`src/rtl/vga_timing_rx.sv`:
```
// vga_timing_rx: VGA sync/blank sink recovering pixel coordinates, line/frame geometry and lock status
// Define VGA_RX_SYNC_EN to pass VGA_HS/VGA_VS/VGA_BLANK_N through a 2-flop synchronizer.
module vga_timing_rx #(
    parameter int H_W         = 11,
    parameter int V_W         = 10,
    parameter int LOCK_FRAMES = 2
) (
    input  logic           CLOCK_50,
    input  logic           RESET_N,
    input  logic           PIX_CE,
    input  logic           VGA_HS,
    input  logic           VGA_VS,
    input  logic           VGA_BLANK_N,
    output logic [H_W-1:0] PIX_X,
    output logic [V_W-1:0] PIX_Y,
    output logic           PIX_VALID,
    output logic [H_W-1:0] LINE_LEN,
    output logic [V_W-1:0] FRAME_LINES,
    output logic [H_W-1:0] ACT_W,
    output logic [V_W-1:0] ACT_H,
    output logic           LOCKED,
    output logic           ERR,
    output logic [7:0]     ERR_CNT
);
    typedef enum logic [1:0] {SEARCH, TRACK, LOCK} state_t;
    state_t state, state_n;
    logic hs, vs, bn;
`ifdef VGA_RX_SYNC_EN
    logic [2:0] sync1, sync2;
    always_ff @(posedge CLOCK_50 or negedge RESET_N)
        if (!RESET_N) begin
            sync1 <= 3'b110;
            sync2 <= 3'b110;
        end else begin
            sync1 <= {VGA_HS, VGA_VS, VGA_BLANK_N};
            sync2 <= sync1;
        end
    assign {hs, vs, bn} = sync2;
`else
    assign {hs, vs, bn} = {VGA_HS, VGA_VS, VGA_BLANK_N};
`endif
    logic           hs_prev, vs_prev, line_act, hs_fall, vs_fall, la_line, h_sat, v_sat, err_n;
    logic [H_W-1:0] h_cnt, x_cnt, x_base, new_len, len_now, ref_len, ref_len_n;
    logic [V_W-1:0] v_cnt, y_cnt, y_line, y_base, ref_lines, ref_lines_n;
    logic [3:0]     match, match_n;
    logic [7:0]     err_cnt_n;
    assign hs_fall = PIX_CE & hs_prev & ~hs;
    assign vs_fall = PIX_CE & vs_prev & ~vs;
    assign h_sat   = &h_cnt;
    assign v_sat   = &v_cnt;
    assign new_len = h_cnt + H_W'(1);
    assign len_now = hs_fall ? new_len : LINE_LEN;
    // Line-end bookkeeping is folded in before frame-end so a coincident HS+VS fall closes the line first
    assign la_line = line_act & ~hs_fall;
    assign y_line  = (hs_fall & line_act) ? y_cnt + V_W'(1) : y_cnt;
    assign x_base  = hs_fall ? '0 : x_cnt;
    assign y_base  = vs_fall ? '0 : y_line;
    assign LOCKED  = state == LOCK;
    always_ff @(posedge CLOCK_50 or negedge RESET_N)
        if (!RESET_N) begin
            hs_prev     <= 1'b1;
            vs_prev     <= 1'b1;
            line_act    <= 1'b0;
            h_cnt       <= '0;
            x_cnt       <= '0;
            v_cnt       <= '0;
            y_cnt       <= '0;
            PIX_X       <= '0;
            PIX_Y       <= '0;
            PIX_VALID   <= 1'b0;
            LINE_LEN    <= '0;
            FRAME_LINES <= '0;
            ACT_W       <= '0;
            ACT_H       <= '0;
        end else if (PIX_CE) begin
            hs_prev   <= hs;
            vs_prev   <= vs;
            h_cnt     <= hs_fall ? '0 : h_sat ? h_cnt : h_cnt + H_W'(1);
            v_cnt     <= vs_fall ? V_W'(hs_fall) : (hs_fall && !v_sat) ? v_cnt + V_W'(1) : v_cnt;
            x_cnt     <= bn ? x_base + H_W'(1) : x_base;
            y_cnt     <= y_base;
            line_act  <= bn | (la_line & ~vs_fall);
            PIX_VALID <= bn;
            if (bn) begin
                PIX_X <= x_base;
                PIX_Y <= y_base;
            end
            if (hs_fall) begin
                LINE_LEN <= new_len;
                ACT_W    <= x_cnt;
            end
            if (vs_fall) begin
                FRAME_LINES <= v_cnt;
                ACT_H       <= y_line + V_W'(la_line);
            end
        end
    always_ff @(posedge CLOCK_50 or negedge RESET_N)
        if (!RESET_N) begin
            state     <= SEARCH;
            ref_len   <= '0;
            ref_lines <= '0;
            match     <= '0;
            ERR       <= 1'b0;
            ERR_CNT   <= '0;
        end else begin
            state     <= state_n;
            ref_len   <= ref_len_n;
            ref_lines <= ref_lines_n;
            match     <= match_n;
            ERR       <= err_n;
            ERR_CNT   <= err_cnt_n;
        end
    always_comb begin
        state_n     = state;
        ref_len_n   = ref_len;
        ref_lines_n = ref_lines;
        match_n     = match;
        err_n       = 1'b0;
        err_cnt_n   = ERR_CNT;
        if (PIX_CE) begin
            if (h_sat || v_sat) state_n = SEARCH;
            else if (state == SEARCH) begin
                if (vs_fall) begin
                    state_n     = TRACK;
                    match_n     = '0;
                    ref_len_n   = len_now;
                    ref_lines_n = v_cnt;
                end
            end else if (state == TRACK) begin
                if (vs_fall && len_now == ref_len && v_cnt == ref_lines) begin
                    match_n = match + 4'd1;
                    if (match_n >= 4'(LOCK_FRAMES - 1)) state_n = LOCK;
                end else if (vs_fall) begin
                    match_n     = '0;
                    ref_len_n   = len_now;
                    ref_lines_n = v_cnt;
                end
            end else if ((hs_fall && new_len != ref_len) || (vs_fall && v_cnt != ref_lines)) begin
                err_n       = 1'b1;
                err_cnt_n   = ERR_CNT + 8'(~&ERR_CNT);
                state_n     = TRACK;
                match_n     = '0;
                ref_len_n   = len_now;
                ref_lines_n = vs_fall ? v_cnt : ref_lines;
            end
        end
    end
endmodule
```
`config.mk`:
```
export PLATFORM = sky130hd
export DESIGN_NAME = vga_timing_rx
export DESIGN_NICKNAME = d
export VERILOG_FILES = /design/src/rtl/vga_timing_rx.sv
export SDC_FILE = /design/constraint.sdc
export NUM_CORES = 1
export LEC_CHECK = 0
export ABC_AREA = 1
export BUFFER_PORTS_ARGS = -buffer_cell sky130_fd_sc_hd__buf_4
export CAP_MARGIN = 10
export CELL_PAD_IN_SITES_DETAIL_PLACEMENT = 1
export CELL_PAD_IN_SITES_GLOBAL_PLACEMENT = 2
export CORE_MARGIN = 4
export CORE_UTILIZATION = 35
export CTS_CLUSTER_DIAMETER = 50
export DETAILED_ROUTE_END_ITERATION = 8
export GPL_TIMING_DRIVEN = 0
export PLACE_DENSITY = 0.78
export SYNTH_ARGS = -nofsm -noshare
export SYNTH_HDL_FRONTEND = slang
export SYNTH_SLANG_ARGS = --single-unit
```
`constraint.sdc`:
```
create_clock -name CLOCK_50 -period 2.87 [get_ports CLOCK_50]
set_input_delay 0.287 -clock CLOCK_50 [delete_from_list [all_inputs] [get_ports CLOCK_50]]
set_output_delay 0.287 -clock CLOCK_50 [all_outputs]
set_load 0.02 [all_outputs]
```
==> results of run 1 <==
==> layer usage <==
| metal | vias up | track usage |
|---|---|---|
| met5 | - | 0 |
| met4 | 0 | 0.0479 |
| met3 | 22 | 0.0384 |
| met2 | 108 | 0.317 |
| met1 | 3279 | 0.274 |
| li1 | 3333 | - |
==> worst min-delay path, stage by stage <==
cell	delay, ps
buf_4	80
nand2_1	40
o21ai_0	60
==> power by group <==
| part | leakage (nW) | switching, W | internal, W |
|---|---|---|---|
| clock | 0.283 | 0.000972 | 0.00135 |
| combinational | 2.43 | 0.00169 | 0.000901 |
| sequential | 1.92 | 0.000346 | 0.00243 |
==> cells by family (layout without fill, tap and decap cells) <==
group	Yosys count	count (layout)	share of synthesized area
and+or+nand+nor	517	517	0.301
muxes	1	1	0.00130
adders and majority gates	9	9	0.0146
AOI/OAI and AO/OA	132	132	0.101
xor gates and xnor gates	36	36	0.0418
DFF	145	145	0.470
buffers and inverters	134	248	0.0700
==> Yosys cell counts, types with 4 or more instances <==
library cell,count,area share
nand3_1,62,0.040
nand2_2,22,0.018
o21ai_2,13,0.015
nor2_4,6,0.0087
xnor2_1,9,0.010
nand3_2,9,0.012
dfrtp_1,143,0.46
nand2_1,309,0.15
clkbuf_1,18,0.0087
ha_1,9,0.015
inv_1,99,0.048
buf_2,6,0.0039
a32o_1,7,0.0091
nand3b_1,4,0.0039
nand4_1,18,0.015
a21oi_1,19,0.012
nor2_1,63,0.031
xor2_1,26,0.029
o21ai_0,74,0.048
o22ai_1,6,0.0049
nor3_1,8,0.0052
==> through the flow <==
step / worst slack, ps / hold WS (ps) / instance area (um^2)
after floorplan: 600 / -8.59 / 7730
after global placement: -120 / 462 / 8660
after detailed placement: -147 / 203 / 8700
after CTS: 50.4 / 75.2 / 9310
after global routing: -10.1 / 87.6 / 9350
final: 254 / 89.6 / 9350
==> cell type report <==
type	instances	area, um^2
clock buffer	20	457
timing repair buffer	83	653
tap	280	350
sequential	145	3630
inverter	104	390
buffer	29	151
multi-input combinational	695	3570
clock inverter	12	145
fill	2648	12400
==> flip-flops by register name (all words and copies together) (netlist names), 8 cells and up <==
| signal | cells |
|---|---|
| ACT_W | 11 |
| ACT_H | 10 |
| v_cnt | 10 |
| FRAME_LINES | 10 |
| LINE_LEN | 11 |
| x_cnt | 11 |
| PIX_X | 11 |
| y_cnt | 10 |
| PIX_Y | 10 |
| h_cnt | 11 |
| ref_lines | 10 |
| ref_len | 11 |
| ERR_CNT | 8 |
==> worst max-delay path by stage <==
stage | from | to | slack (ps) | cells past startpoint
final | h_cnt[1] | ref_len[10] | 250 | 17
after global routing | h_cnt[1] | ref_lines[7] | -10 | 15
after detailed placement | vs_prev | ref_lines[3] | -150 | 10
after floorplan | hs_prev | ACT_H[8] | 600 | 16
after global placement | vs_prev | ref_lines[7] | -120 | 10
after CTS | vs_prev | ref_lines[3] | 50 | 10
==> timing repair <==
action	CTS	global route
gates resized for setup	1	8
hold endpoints to repair	42	0
buffers inserted	0	3
cloned	0	0
endpoints found under the setup margin	12	34
hold buffers	1	0
pin swaps	0	2
==> impl_metrics.env, run 1 <==
export IMPL_outcome="complete, no violations"
export IMPL_slew_violations=0
export IMPL_setup_violations=0
export IMPL_postRouteAntennaNets=0
export IMPL_start_kind="flop"
export IMPL_p_per_area_nw_per_um2=822
export IMPL_syn_num_nets=989
export IMPL_place_gp_congestion=0.796
export IMPL_syn_area_um2=7730
export IMPL_layout_common_cells="309 x nand2_1, 142 x dfrtp_1, 99 x inv_1"
export IMPL_first_pass_iters=5
export IMPL_ys_ff_latch=145
export IMPL_via_per_inst=4.93
export IMPL_start_util=0.355
export IMPL_cpPeakStageDelay_ps=450
export IMPL_post_route_util=0.430
export IMPL_die_h_um=157
export IMPL_die_area_um2=24500
export IMPL_syn_area_per_cell_um2=7.93
export IMPL_cts_reportedPaths_clkPinSlew_ps=60
export IMPL_port_buffers=78
export IMPL_total_power_w=0.00768
export IMPL_highest_layer="met4"
export IMPL_die_width_um=157
export IMPL_rows=54
export IMPL_post_dp_hpwl_um=16600
export IMPL_track_usage=0.196
export IMPL_core_area_um2=21800
export IMPL_fin_crit_sh=0.911
export IMPL_grt_pass1_vias=7141
export IMPL_tritoncts="built"
export IMPL_worst_pin_slew_ps=878
export IMPL_met1_length_um=11000
export IMPL_reg2reg_depth=17
export IMPL_ys_warnings_count=0
export IMPL_holdCritStartpoint="VGA_VS"
export IMPL_min_to="vs_prev"
export IMPL_critPathSlowestCell="dfrtp_1"
export IMPL_via_count=6742
export IMPL_route_met2_wl_um=10800
export IMPL_synthFlopType="dfrtp_1"
export IMPL_pin_count=80
export IMPL_synth_cell_types=49
export IMPL_wl_um=22900
export IMPL_final_setup_skew_ps=14.7
export IMPL_critPathKind="reg2reg"
export IMPL_period_needed_ps=2620
export IMPL_path_delay_family="simple AND/OR/NAND/NOR gates"
export IMPL_hold_path_depth=3
export IMPL_met3_length_um=942
export IMPL_n_antenna_cell=0
export IMPL_path_cells="ha_2 > nand3_2 > nor2_4 > nand2_1 > nand2_1 > nand2_1 > nand2_2 > nand2_1 > nand2_1 > nand3_2 > nor2_4 > nand2_4 > nor2_4 > nor2_4 > buf_6 > nand2_2 > o21ai_2"
export IMPL_arrival_ps=2930
export IMPL_drive_gt1_frac=0.184
export IMPL_reg2reg_from="h_cnt[1]"
export IMPL_p_leak_nw=4.63
export IMPL_grt_pass1_wl_um=37900
export IMPL_crit_fanout=10
export IMPL_antenna_found_initial=0
export IMPL_hold_viol=0
export IMPL_grt_max_degree=104
export IMPL_peakVddDrop_v=0.000461
export IMPL_synth_enable_flop_cells=0
export IMPL_numCtsBuffers=17
export IMPL_h_tree_depth=4
export IMPL_slew_headroom=0.412
export IMPL_cp_required_ps=3180
export IMPL_fin_setup_tns_ps=0
export IMPL_drt_iter0_drc=350
export IMPL_avgRoutedWirePerCell_um=16.8
export IMPL_r2r_end="ref_len[10]"
export IMPL_cts_max_path_buffers=2
export IMPL_fmax_ghz=0.382
export IMPL_cts_root_buf="clkbuf_16"
export IMPL_stdcell_count=1368
export IMPL_overflow=0
export IMPL_min_path_type="in2reg"
export IMPL_yosysSeqAreaShare=0.470
export IMPL_placed_cells=1333
export IMPL_crit_buf_inv=1
export IMPL_cp_common_cell="nand2_1"
export IMPL_drc=0
export IMPL_synth_cells=974
export IMPL_layout_cells_most_common="nand2_1"
export IMPL_clk_latency_ps=430
export IMPL_area_growth_pct=21.0
export IMPL_clock_sinks=145
export IMPL_async_flop_share=1.00
export IMPL_cap_viol_max_count=0
export IMPL_crit_path_end_kind="flop"
export IMPL_reg2reg_slack_ps=250
export IMPL_layout_nets=1090
(Power assumes the default switching activity.)
==> run 2, diff against run 1 <==
--- a/config.mk
+++ b/config.mk
@@ -16,6 +16,7 @@
 export DETAILED_ROUTE_END_ITERATION = 8
 export GPL_TIMING_DRIVEN = 0
 export PLACE_DENSITY = 0.78
+export RECOVER_POWER = 100
 export SYNTH_ARGS = -nofsm -noshare
 export SYNTH_HDL_FRONTEND = slang
 export SYNTH_SLANG_ARGS = --single-unit
==> impl_metrics.env, run 2 (synthesized netlist as in run 1, its figures left out) <==
export IMPL_power_share_clock=0.309
export IMPL_crit_buf_inv=1
export IMPL_antenna_found_initial=0
export IMPL_outcome="finished, violations left"
export IMPL_fin_crit_sh=0.912
export IMPL_path_cells="ha_2 > nand3_2 > nor2_4 > nand2_1 > nand2_1 > nand2_1 > nand2_2 > nand2_1 > nand2_1 > nand3_1 > nor2_4 > nand2_2 > nor2_4 > nor2_4 > buf_6 > nand2_1 > o21ai_2"
export IMPL_die_h_um=157
export IMPL_wl_um=22900
export IMPL_post_route_util=0.415
export IMPL_via_count=6744
export IMPL_p_seq_frac=0.369
export IMPL_numCtsBuffers=17
export IMPL_arrival_ps=2940
export IMPL_path_delay_family="simple AND/OR/NAND/NOR gates"
export IMPL_p_per_area_nw_per_um2=831
export IMPL_hold_viol=0
export IMPL_start_kind="flop"
export IMPL_multiInputGateArea_um2=3540
export IMPL_port_buffers=78
export IMPL_fin_setup_tns_ps=0
export IMPL_cts_max_path_buffers=2
export IMPL_crit_path_end_kind="flop"
export IMPL_crit_fanout=10
export IMPL_drc=0
export IMPL_cts_reportedPaths_clkPinSlew_ps=70
export IMPL_violations="capacitance limit, slew limit"
export IMPL_overflow=0
export IMPL_layout_cells_most_common="nand2_1"
export IMPL_grt_max_degree=104
export IMPL_nFillCells=2703
export IMPL_worst_pin_slew_ps=2130
export IMPL_stdcell_area_um2=9030
export IMPL_dpl_instance_area_um2=8700
export IMPL_cp_common_cell="nand2_1"
export IMPL_critPathSlowestCell="dfrtp_1"
export IMPL_core_area_um2=21800
export IMPL_period_needed_ps=2620
export IMPL_cts_root_buf="clkbuf_16"
export IMPL_grt_pass1_wl_um=37900
export IMPL_post_dp_hpwl_um=16600
export IMPL_die_area_um2=24500
export IMPL_clock_sinks=145
export IMPL_fmax_ghz=0.382
export IMPL_cpPeakStageDelay_ps=430
export IMPL_postRouteAntennaNets=0
export IMPL_critPathKind="reg2reg"
export IMPL_power_switching_w=0.00299
export IMPL_stdcell_count=1368
export IMPL_avgRoutedWirePerCell_um=16.7
export IMPL_h_tree_depth=4
export IMPL_place_gp_congestion=0.796
export IMPL_seq_area_um2=3630
export IMPL_drive_gt1_frac=0.107
export IMPL_p_int_w=0.00452
export IMPL_layout_nets=1090
export IMPL_first_pass_iters=4
export IMPL_placed_cells=1333
export IMPL_die_width_um=157
export IMPL_comb_power_share=0.321
export IMPL_start_util=0.355
export IMPL_final_setup_skew_ps=12.4
export IMPL_area_growth_pct=16.9
export IMPL_setup_violations=0
export IMPL_layout_common_cells="312 x nand2_1, 142 x dfrtp_1, 99 x inv_1"
export IMPL_p_leak_nw=4.31
export IMPL_cp_required_ps=3190
export IMPL_swShare=0.398
export IMPL_via_per_inst=4.93
export IMPL_track_usage=0.196
export IMPL_rows=54
export IMPL_rsz0062_at_grt="false"
export IMPL_slew_violations=43
export IMPL_grt_pass1_vias=7141
export IMPL_n_antenna_cell=0
export IMPL_min_path_type="in2reg"
export IMPL_peakVddDrop_v=0.000463
export IMPL_drt_iter0_drc=347
export IMPL_slew_headroom=-0.420
export IMPL_cap_viol_max_count=1
export IMPL_tritoncts="built"
export IMPL_pin_count=80
export IMPL_clk_latency_ps=430
-- run 2: cell types whose count changed in the layout (fill, tap and decap cells not counted), moves of 2 or more --
cell	before	now
nand2_2	22	20
buf_4	82	6
buf_2	5	3
nand3_2	9	7
nand3_1	62	64
clkbuf_1	17	94
nand2_1	309	312
-- run 2: final timing paths --
kind,depth (start not counted),startpoint,slack [ps],endpoint
min in group asynchronous,2,RESET_N,1110,LINE_LEN[5]
max reg2reg,17,h_cnt[1],250,ref_len[4]
min,3,VGA_VS,90,vs_prev
min reg2reg,2,ACT_H[6],480,ACT_H[6]
max in group asynchronous,3,RESET_N,370,match[3]
max,17,h_cnt[1],250,ref_len[4]
-- run 2: cell type report --
| type | instances | share of cell area |
|---|---|---|
| Sequential cell | 145 | 0.402 |
| Tap cell | 280 | 0.0388 |
| Multi-Input combinational cell | 695 | 0.392 |
| Clock buffer | 20 | 0.0506 |
| Clock inverter | 12 | 0.0161 |
| Timing Repair Buffer | 83 | 0.0409 |
| Buffer | 29 | 0.0162 |
| Inverter | 104 | 0.0432 |
-- run 2: stage by stage --
stage	setup WS (ps)	total power [W]	hold slack (ps)
after floorplan	600	0.00446	-8.59
after global placement	-120	0.00538	462
after detailed placement	-147	0.00543	203
after CTS	50.4	0.00778	75.2
after global routing	9.64	0.00807	87.6
final	254	0.00751	88.7
-- run 2: layer usage --
layer  GRT usage  wire length (um)  up-vias
met4      0.0479               282        0
met5           0                 0        -
met3      0.0384               975       26
li1            -                 -     3333
met2       0.317             10700      105
met1       0.274             11000     3280
-- run 2: power by group through the flow --
stage	Sequential, W	Clock [W]	Combinational, W
after global placement	0.00281	0	0.00257
after detailed placement	0.00281	0	0.00261
after global routing	0.00284	0.00246	0.00277
after CTS	0.00278	0.00236	0.00263
after floorplan	0.00296	0	0.00150
final	0.00277	0.00232	0.00241
-- run 2: worst min-delay path: stages --
cell and delay [ps]:
buf_4 80, nand2_1 40, o21ai_0 60
-- run 2: timing repair --
action	4_1_cts	5_1_grt
endpoints found under the setup margin	12	34
setup buffers	0	3
endpoints found under the hold margin	42	0
resized for setup	1	8
hold buffers	1	0
pin swaps	0	2
==> run 3, diff against run 2 <==
--- a/config.mk
+++ b/config.mk
@@ -12,11 +12,13 @@
 export CELL_PAD_IN_SITES_GLOBAL_PLACEMENT = 2
 export CORE_MARGIN = 4
 export CORE_UTILIZATION = 35
+export CTS_BUF_LIST = sky130_fd_sc_hd__clkbuf_16
 export CTS_CLUSTER_DIAMETER = 50
 export DETAILED_ROUTE_END_ITERATION = 8
 export GPL_TIMING_DRIVEN = 0
 export PLACE_DENSITY = 0.78
 export RECOVER_POWER = 100
+export SKIP_LAST_GASP = 1
 export SYNTH_ARGS = -nofsm -noshare
 export SYNTH_HDL_FRONTEND = slang
 export SYNTH_SLANG_ARGS = --single-unit
==> impl_metrics.env, run 3 (synthesized netlist as in run 1, its figures left out) <==
export IMPL_outcome="finished, violations left"
export IMPL_post_dp_hpwl_um=16600
export IMPL_via_per_inst=4.93
export IMPL_wl_um=22900
export IMPL_start_kind="flop"
export IMPL_dpl_instance_area_um2=8700
export IMPL_min_to="vs_prev"
export IMPL_fin_crit_sh=0.912
export IMPL_layout_nets=1090
export IMPL_seq_area_um2=3630
export IMPL_arrival_ps=2970
export IMPL_die_width_um=157
export IMPL_slew_headroom=-0.407
export IMPL_pin_count=80
export IMPL_postRouteAntennaNets=0
export IMPL_cp_required_ps=3220
export IMPL_via_count=6739
export IMPL_grt_max_degree=104
export IMPL_nFillCells=2710
export IMPL_cts_root_buf="clkbuf_16"
export IMPL_port_buffers=78
export IMPL_fin_setup_tns_ps=0
export IMPL_layout_cells_most_common="nand2_1"
export IMPL_r2r_end="x_cnt[10]"
export IMPL_numCtsBuffers=17
export IMPL_reg2reg_slack_ps=250
export IMPL_die_area_um2=24500
export IMPL_multiInputGateArea_um2=3540
export IMPL_clk_latency_ps=430
export IMPL_critPathKind="reg2reg"
export IMPL_rsz0062_at_grt="false"
export IMPL_grt_pass1_wl_um=37900
export IMPL_p_leak_nw=4.31
export IMPL_peakVddDrop_v=0.000448
export IMPL_place_gp_congestion=0.796
export IMPL_preCtsSetupSlack_ps=-147
export IMPL_clock_sinks=145
export IMPL_cap_viol_max_count=1
export IMPL_start_util=0.355
export IMPL_avgRoutedWirePerCell_um=16.8
export IMPL_reg2reg_from="hs_prev"
export IMPL_hold_viol=0
export IMPL_layout_common_cells="312 x nand2_1, 142 x dfrtp_1, 100 x inv_1"
export IMPL_die_h_um=157
export IMPL_antenna_found_initial=0
export IMPL_p_per_area_nw_per_um2=826
export IMPL_grt_pass1_vias=7149
export IMPL_rows=54
export IMPL_tritoncts="built"
export IMPL_overflow=0
export IMPL_crit_path_end_kind="flop"
export IMPL_crit_fanout=10
export IMPL_setup_ws_ps=252
export IMPL_violations="capacitance limit, slew limit"
export IMPL_h_tree_depth=4
export IMPL_first_pass_iters=4
export IMPL_n_antenna_cell=0
export IMPL_period_needed_ps=2620
export IMPL_core_area_um2=21800
export IMPL_drc=0
export IMPL_cts_max_path_buffers=2
export IMPL_drive_gt1_frac=0.105
export IMPL_startpoint="hs_prev"
export IMPL_final_setup_skew_ps=13.3
export IMPL_area_growth_pct=16.6
export IMPL_holdCritStartpoint="VGA_VS"
export IMPL_min_path_type="in2reg"
export IMPL_slew_violations=43
export IMPL_worst_pin_slew_ps=2110
export IMPL_hold_path_depth=3
export IMPL_reg2reg_depth=13
export IMPL_setup_violations=0
export IMPL_stdcell_area_um2=9010
export IMPL_drt_iter0_drc=327
export IMPL_track_usage=0.196
export IMPL_fmax_ghz=0.382
export IMPL_cts_reportedPaths_clkPinSlew_ps=60
run 3: changes by cell type in the layout (fill, tap and decap cells not counted), sizes merged:
cell    before  now
clkbuf     117  114
inv        108  109
clkinv       2    4
run 3: how the worst max path moves through the flow:
| stage | cells after the start | slack, ps | endpoint |
|---|---|---|---|
| after floorplan | 16 | 600 | ACT_H[8] |
| after detailed placement | 10 | -150 | ref_lines[3] |
| after CTS | 10 | 50 | ref_lines[3] |
| after global routing | 18 | 10 | ref_len[5] |
| after global placement | 10 | -120 | ref_lines[7] |
| final | 13 | 250 | x_cnt[10] |
run 3: layer usage:
| layer | share of wire | GRT usage | up-vias |
|---|---|---|---|
| li1 | - | - | 3333 |
| met1 | 0.48 | 0.272 | 3283 |
| met2 | 0.47 | 0.318 | 102 |
| met3 | 0.036 | 0.0393 | 21 |
| met4 | 0.010 | 0.0442 | 0 |
| met5 | 0 | 0 | - |
run 3: report_power, final:
part	switching [W]	internal, W
clock network	0.000969	0.00129
registers	0.000339	0.00243
logic	0.00167	0.000739
run 3: timing repair:
action                                 CTS  global route
hold buffers                             1             0
setup buffers                            0             3
endpoints found under the hold margin   42             0
setup endpoints to repair               12            35
pin swaps                                0             2
resized for setup                        1             8
run 3: through the flow:
stage	hold WS (ps)	instances	utilization	total power [W]
after floorplan	-8.59	974	-	0.00446
after global placement	462	1332	0.398	0.00538
after CTS	74.8	1366	0.427	0.00772
after global routing	89.1	1368	0.414	0.00800
after detailed placement	203	1333	0.400	0.00543
final	90.7	1368	0.414	0.00744
run 3: final cells by class:
class / instances / area share
multi-input combinational: 695 / 0.393
clock buffer: 17 / 0.0472
timing repair buffer: 83 / 0.0410
buffer: 29 / 0.0162
tap: 280 / 0.0389
clock inverter: 15 / 0.0174
sequential: 145 / 0.403
inverter: 104 / 0.0433
run 3: critical path: stages (launching register included):
cell and delay, ps:
dfstp_2 390, nand3_4 140, inv_2 70, buf_4 200, buf_2 220, nor2_1 170
ha_1 190, nand2_1 100, nor3_1 310, nand3_1 180, nor2_1 150, nand2_1 100
nor3_1 180, xnor2_1 140
